## src/rtl/hex_line_pkg.sv

```systemverilog
// hex_line_pkg: shared state encoding and terminator characters for hex_line_tx
package hex_line_pkg;
  typedef enum logic [1:0] {IDLE, SEND_CHAR, SEND_CR, SEND_LF} hex_line_state_t;
  localparam logic [7:0] ASCII_CR = 8'h0D;
  localparam logic [7:0] ASCII_LF = 8'h0A;
endpackage

```

## src/rtl/hex_line_tx.sv

```systemverilog
// hex_line_tx: serializes a latched ASCII string MSB-first over a valid/ready byte stream, optional CR/LF
module hex_line_tx
  import hex_line_pkg::*;
#(
  parameter int N_CHARS     = 8,
  parameter bit APPEND_CRLF = 1
) (
  input  logic                 clk,
  input  logic                 reset,
  input  logic                 start,
  input  logic [8*N_CHARS-1:0] ascii,
  output logic                 busy,
  output logic                 done,
  output logic [7:0]           tx_data,
  output logic                 tx_valid,
  input  logic                 tx_ready
);
  localparam int IW = N_CHARS > 1 ? $clog2(N_CHARS) : 1;
  hex_line_state_t      state_q, state_d;
  logic [8*N_CHARS-1:0] line_q, line_d;
  logic [IW-1:0]        idx_q, idx_d;
  logic [7:0]           tx_data_q, tx_data_d;
  logic                 tx_valid_q, tx_valid_d;
  logic                 busy_q, busy_d;
  logic                 done_q, done_d;
  logic                 hs;
  assign hs       = tx_valid_q && tx_ready;
  assign busy     = busy_q;
  assign done     = done_q;
  assign tx_data  = tx_data_q;
  assign tx_valid = tx_valid_q;
  // state, latched line, index and registered outputs
  always_ff @(posedge clk) begin
    if (reset) begin
      state_q    <= IDLE;
      line_q     <= '0;
      idx_q      <= '0;
      tx_data_q  <= 8'h00;
      tx_valid_q <= 1'b0;
      busy_q     <= 1'b0;
      done_q     <= 1'b0;
    end else begin
      state_q    <= state_d;
      line_q     <= line_d;
      idx_q      <= idx_d;
      tx_data_q  <= tx_data_d;
      tx_valid_q <= tx_valid_d;
      busy_q     <= busy_d;
      done_q     <= done_d;
    end
  end
  // next state: capture on start in IDLE, walk index down, then optional CR/LF
  always_comb begin
    state_d = state_q;
    line_d  = line_q;
    idx_d   = idx_q;
    done_d  = 1'b0;
    case (state_q)
      IDLE: if (start) begin
        line_d  = ascii;
        idx_d   = IW'(N_CHARS - 1);
        state_d = SEND_CHAR;
      end
      SEND_CHAR: if (hs) begin
        if (idx_q != '0) idx_d = idx_q - IW'(1);
        else begin
          state_d = APPEND_CRLF ? SEND_CR : IDLE;
          done_d  = !APPEND_CRLF;
        end
      end
      SEND_CR: if (hs) state_d = SEND_LF;
      SEND_LF: if (hs) begin
        state_d = IDLE;
        done_d  = 1'b1;
      end
      default: state_d = IDLE;
    endcase
  end
  // outputs derived from the next state so they are valid straight out of flops
  always_comb begin
    busy_d     = state_d != IDLE;
    tx_valid_d = busy_d;
    tx_data_d  = state_d == SEND_CHAR ? line_d[8*idx_d +: 8] :
                 state_d == SEND_CR   ? ASCII_CR :
                 state_d == SEND_LF   ? ASCII_LF : 8'h00;
  end
endmodule
```

## config.mk

```make
export PLATFORM = sky130hd
export DESIGN_NAME = hex_line_tx
export DESIGN_NICKNAME = d
export VERILOG_FILES = /design/src/rtl/hex_line_pkg.sv /design/src/rtl/hex_line_tx.sv
export SDC_FILE = /design/constraint.sdc
export NUM_CORES = 1
export LEC_CHECK = 0
export ABC_CLOCK_PERIOD_IN_PS = 2500
export CAP_MARGIN = 20
export CORE_AREA = 2 2 105 107
export CTS_BUF_LIST = sky130_fd_sc_hd__clkbuf_16
export DETAILED_ROUTE_END_ITERATION = 12
export DIE_AREA = 0 0 107 109
export PLACE_DENSITY = 0.64
export RECOVER_POWER = 100
export SLEW_MARGIN = 20
export SYNTH_ARGS = -nofsm -noshare
export SYNTH_HDL_FRONTEND = slang
export SYNTH_SLANG_ARGS = --single-unit
```

## constraint.sdc

```tcl
create_clock -name clk -period 2.5 [get_ports clk]
set_input_delay 0.375 -clock clk [delete_from_list [all_inputs] [get_ports clk]]
set_output_delay 0.375 -clock clk [all_outputs]
set_load 0.005 [all_outputs]
```

Word-level counts from Yosys, hierarchy flattened
Cells that the tools add are included.

cells by class
  add/subtract/negate cells = 1
  $mul = 0
  divide/modulo/power cells = 0
  magnitude comparators = 0
  equality and inequality tests = 6
  shift operators = 1
  muxes and demuxes = 16
  bitwise gates (word level) = 1
  reductions and logical operators = 5

operator list
  cell                 count
  $mux 64              2
  $shiftx 64x7->8      1
  $mux 2               5
  $mux 3               3
  $eq 2x2->1 const B   4
  $mux 4               2
  $mux 8               1
  $pmux 2 s4           1
  $pmux 3 s2           1
  $eq 2x1->1 const B   2
  $reduce_bool 3->1    1
  $sub 3x1->3 const B  1
  $logic_not 2->1      1
  $reduce_bool 2->1    1
  $reduce_or 2->1      1
  $logic_and 1x1->1    1
  $mux 1               1
  $not 1->1            1

word-level totals
  bits in registers = 79
  latch bits = 0
  bits in writable memories = 0
  memory bits (read-only) = 0
  input port bits = 68
  output and inout port bits = 11
  word-level logic and storage cells = 36
  memories = 0

Depth between registers and ports, before layout
  depth in word-level cells = 8
  mapped depth = 11
  depth with buffers taken out = 8

Worst setup path after synthesis
OpenSTA, ideal clock, no wires.

  path type = register to register
  start = register idx_q[0]
  end = register tx_data_q[3], in the netlist tx_data[3]
  library setup time = 0.116 ns
  arrival = 2.549 ns
  required time = 2.384 ns
  setup slack = -0.165 ns
  stages on the path, launching flop included = 12
  buffers on the path = 3
  clock period less this slack = 2.665 ns
  cells stage by stage = dfxtp_1 inv_1 clkbuf_1 ha_1 nor2b_1 buf_4 nor3_2 buf_6 xnor2_4 a32oi_1 a2111o_1 and4_1

on the way
  longest elaborated chain between the ends = 8
  elaborated cells between the ends (all ways) = 16
  classes of those cells = 1 x add/sub; 3 x eq/ne; 1 x shift; 10 x mux; 1 x reduce/logical

RTL lines
  element                                                              RTL line           RTL
  start, declared                                                      hex_line_tx.sv:21  logic [IW-1:0] idx_q, idx_d;
  start signal, assigned                                               hex_line_tx.sv:45  idx_q <= idx_d;
  parallel branches: the longest is 7 deep, another holds $sub 3x1->3  -
  $mux 8 *                                                             hex_line_tx.sv:83  tx_data_d = state_d == SEND_CHAR ? line_d[8*idx_d +: 8] :
  end signal, assigned                                                 hex_line_tx.sv:46  tx_data_q <= tx_data_d;
  end, declared                                                        hex_line_tx.sv:22  logic [7:0] tx_data_q, tx_data_d;

Every way passes the cells marked *.
A chain may end at the register's enable or synchronous reset.

Worst setup path in the final report
  start = register idx_q[1]
  end = register tx_data_q[1], in the netlist tx_data[1]

The elaborated chain is that of the path after synthesis.

==> metrics <==
Max Cap Viol=0; number of H-tree levels=3; core area=approximately 11000 µm²; Setup CP Type=reg2reg; CTS Buf Count=9; number of global-route vias before repair=approximately 4000; RSZ-0062 raised after global routing=false; initial antenna violation count=0; synth top area cells=dfxtp_1 (39%), nand2_1 (12%), a21oi_1 (7.3%); non-filler instance count after layout=between 700 and 800; CP required=between 2 and 3 ns; cell area after synthesis=just over 4000 µm²; Clock Latency Late Sink=0.34 ns; status=finished, final reports clean; CP Capture Type=flop; Avg Vias per Cell=approximately 5.4; 1st-pass router iterations=5; routability cong.=0.870; Power Density=647 nW/µm²; Final ANT Viol Nets=0; GR Overflow Total=0; area of the multi-input gates=2290 µm²; port buffer count=approximately 80; clock-pin slew of the registers on the worst-case setup and hold paths=roughly 0.060 ns; DRT iter0 DRCs=between 200 and 250; family with the most delay on the worst path=compound AO/OA/AOI/OAI gates; worst vdd ir=about 0.37 mV; register area share after synthesis=between 30% and 40%; synthesis-to-finish area growth=39.8%; clock root buffer=clkbuf_16; Final period util=approximately 98%; R2R Setup Slk=about 0.05 ns; Hold WC Path Type=reg2reg; EDFF count, synth=0; routed wire length=around 13 mm; min Tclk post-route=2.45 ns; Yosys reg bits=79; FILL cells=between 1000 and 1500; Post-Syn Instances=approximately 510; fin area=5740 µm²; Leakage=approximately 2.3 nW; CTS max path bufs=2; top cell type by total area after synthesis=dfxtp_1; Synth Warn #=0; nature of the critical path startpoint=flop; crit path DAT=between 2 and 3 ns; Die Ht=109 µm; Slew @ Worst Pin=about 0.56 ns; fmax=408 MHz; Final setup viols=0; Post-route DRC=0; Slew HR=around 63%; CTS tree=built; routed len/inst=between 15 and 20 µm; largest net degree at the start of global routing=44; Critical Path Fanout Max=10; Async SR Flop Fraction=0%; num rows=38; placed cell area=5410 µm²; placed cell count=757; die area=approximately 12000 µm²; crit-path cells=inv_1 -> ha_1 -> nor2b_1 -> buf_12 -> nor3_4 -> buf_12 -> buf_4 -> mux2i_1 -> a221oi_1 -> a22oi_1 -> o211ai_1; global-route wire length before repair=20.5 mm; post-synth top area share=38.5%; Fin. Hold Viols=0; Primary FF master, synth=dfxtp_1; Clock Sinks=just under 80; Synthesized Nets=roughly 580; Setup Skew=a little under 0.008 ns; crit-path max cell delay=0.54 ns; Crit path top cell by count=buf_12; Post-Syn Area per Cell=8.02 µm²; Chip Width=107 µm; via count=4163; HPWL after DPL=9.81 mm; WP buf/inv=4; Total Routing Usage GR=between 20 and 25%; Layout Nets=699; share of layout cells above drive strength 1=approximately 16%; Initial Utilization=38.7%; register area=between 1500 and 2000 µm²; Inserted Diodes=0; Worst path slowest cell=a221oi_1; post-synth cell types=63; max-slew violations=0; I/O Pins=approximately 80
## worst paths after layout
check                                      startpoint               endpoint  cells past startpoint
worst max-delay path              idx_q[1]$_SDFF_PP0_  tx_data[1]$_SDFF_PP0_                     11
worst min-delay path            line_q[63]$_SDFF_PP0_  line_q[63]$_SDFF_PP0_                      2
worst max register to register    idx_q[1]$_SDFF_PP0_  tx_data[1]$_SDFF_PP0_                     11
worst min register to register  line_q[63]$_SDFF_PP0_  line_q[63]$_SDFF_PP0_                      2
## kinds of logic after synthesis
logic type	after synthesis	synth area share, %
adders and majority gates	2	0.609
buffers and inverters	47	6.15
DFF	79	38.5
xor gates and xnor gates	3	1.28
and+or+nand+nor	209	22.4
muxes	30	7.37
AOI/OAI and AO/OA	142	23.7
## state kept, by name, summed over array words and instances (netlist names)
name     count
idx_q        3
line_q      64
state_q      2
done         1
tx_data      8
busy         1
## placed cells by master, fill, tap and decap left out, drive strengths merged, types with 3 or more instances in the layout
cell type	n
a21boi	3
a32o	4
nor2	31
mux2i	28
a32oi	6
dfxtp	79
nor3	4
inv	9
nor2b	5
o21a	3
o31ai	3
nand3	12
a31oi	7
nand4	3
buf	59
clkdlybuf4s50	64
clkbuf	19
nand2	136
a221o	3
dlygate4sd3	13
o22ai	10
a21oi	60
xnor2	3
o211a	3
or4	3
o21ai	17
## routing by layer
layer | GRT usage, % | part of all wire (%) | vias up
li1 | - | - | 2058
met5 | 0 | 0 | -
met3 | 2.69 | 4.4 | 19
met4 | 10.1 | 2.2 | 0
met2 | 38.9 | 49 | 124
met1 | 29.2 | 45 | 1962
## final cells by class
type	instances	area share (%)
inverter	7	0.458
timing repair buffer	146	23.3
tap	140	3.05
multi-input combinational	386	39.9
clock inverter	7	1.83
sequential	79	27.6
clock buffer	9	3.92
## report_power, final
group	leakage, nW	total (mW)	switching [mW]	internal [mW]
registers	0.649	1.40	0.0549	1.35
clock network	0.158	1.45	0.566	0.888
logic	1.49	0.857	0.434	0.423
## worst register-to-register path: cells and delay by family, from the launching register on
family,cells,cell delay (ns)
mux,1,0.07
simple gates,2,0.36
compound gates,3,0.87
flops,1,0.34
fa+ha+maj,1,0.22
buf+inv,4,0.52
## stage by stage
| step | setup TNS (ns) | utilization, % | power [mW] | worst slack [ns] | hold WS (ns) |
|---|---|---|---|---|---|
| finish | 0 | 54.1 | 3.72 | 0.0496 | 0.459 |
| global route | 0 | 54.1 | 3.87 | 0.0134 | 0.480 |
| CTS | 0 | 54.1 | 3.74 | 0.0490 | 0.459 |
| detailed placement | -0.917 | 51.0 | 2.29 | -0.191 | 0.451 |
| global placement | -0.703 | 51.0 | 2.28 | -0.158 | 0.444 |
| floorplan | 0 | - | 1.88 | 0.0459 | 0.431 |
## cell usage after synthesis (2+ instances only)
cell type / number
a221o_1: 3
dfxtp_1: 79
nor3_1: 3
mux2i_1: 28
a311oi_1: 2
a211o_1: 2
nand4b_1: 2
nand4_1: 3
a31oi_1: 7
and3_1: 2
o211a_1: 3
or4_1: 3
buf_1: 2
o21ai_2: 2
a21oi_1: 60
buf_6: 4
a21boi_0: 3
mux2_2: 2
o22ai_1: 10
buf_2: 6
a32oi_1: 6
a22o_1: 2
nor3b_1: 2
buf_4: 10
o21ai_0: 15
a222oi_1: 2
nand2b_1: 2
a221oi_1: 2
o31ai_1: 2
nand3_1: 10
nand3_4: 2
o21a_1: 3
ha_1: 2
nor2_1: 31
nand3b_1: 2
nor2b_1: 5
inv_1: 7
nor4_1: 2
a32o_1: 4
nand2_1: 135
clkbuf_1: 17
o211ai_1: 2
## what timing repair did
item	4_1_cts	5_1_grt
setup endpoints to repair	0	2
resized for setup	0	1
hold buffers	0	0
buffers inserted	0	1
No activity file was read; power rests on OpenSTA's default activity.
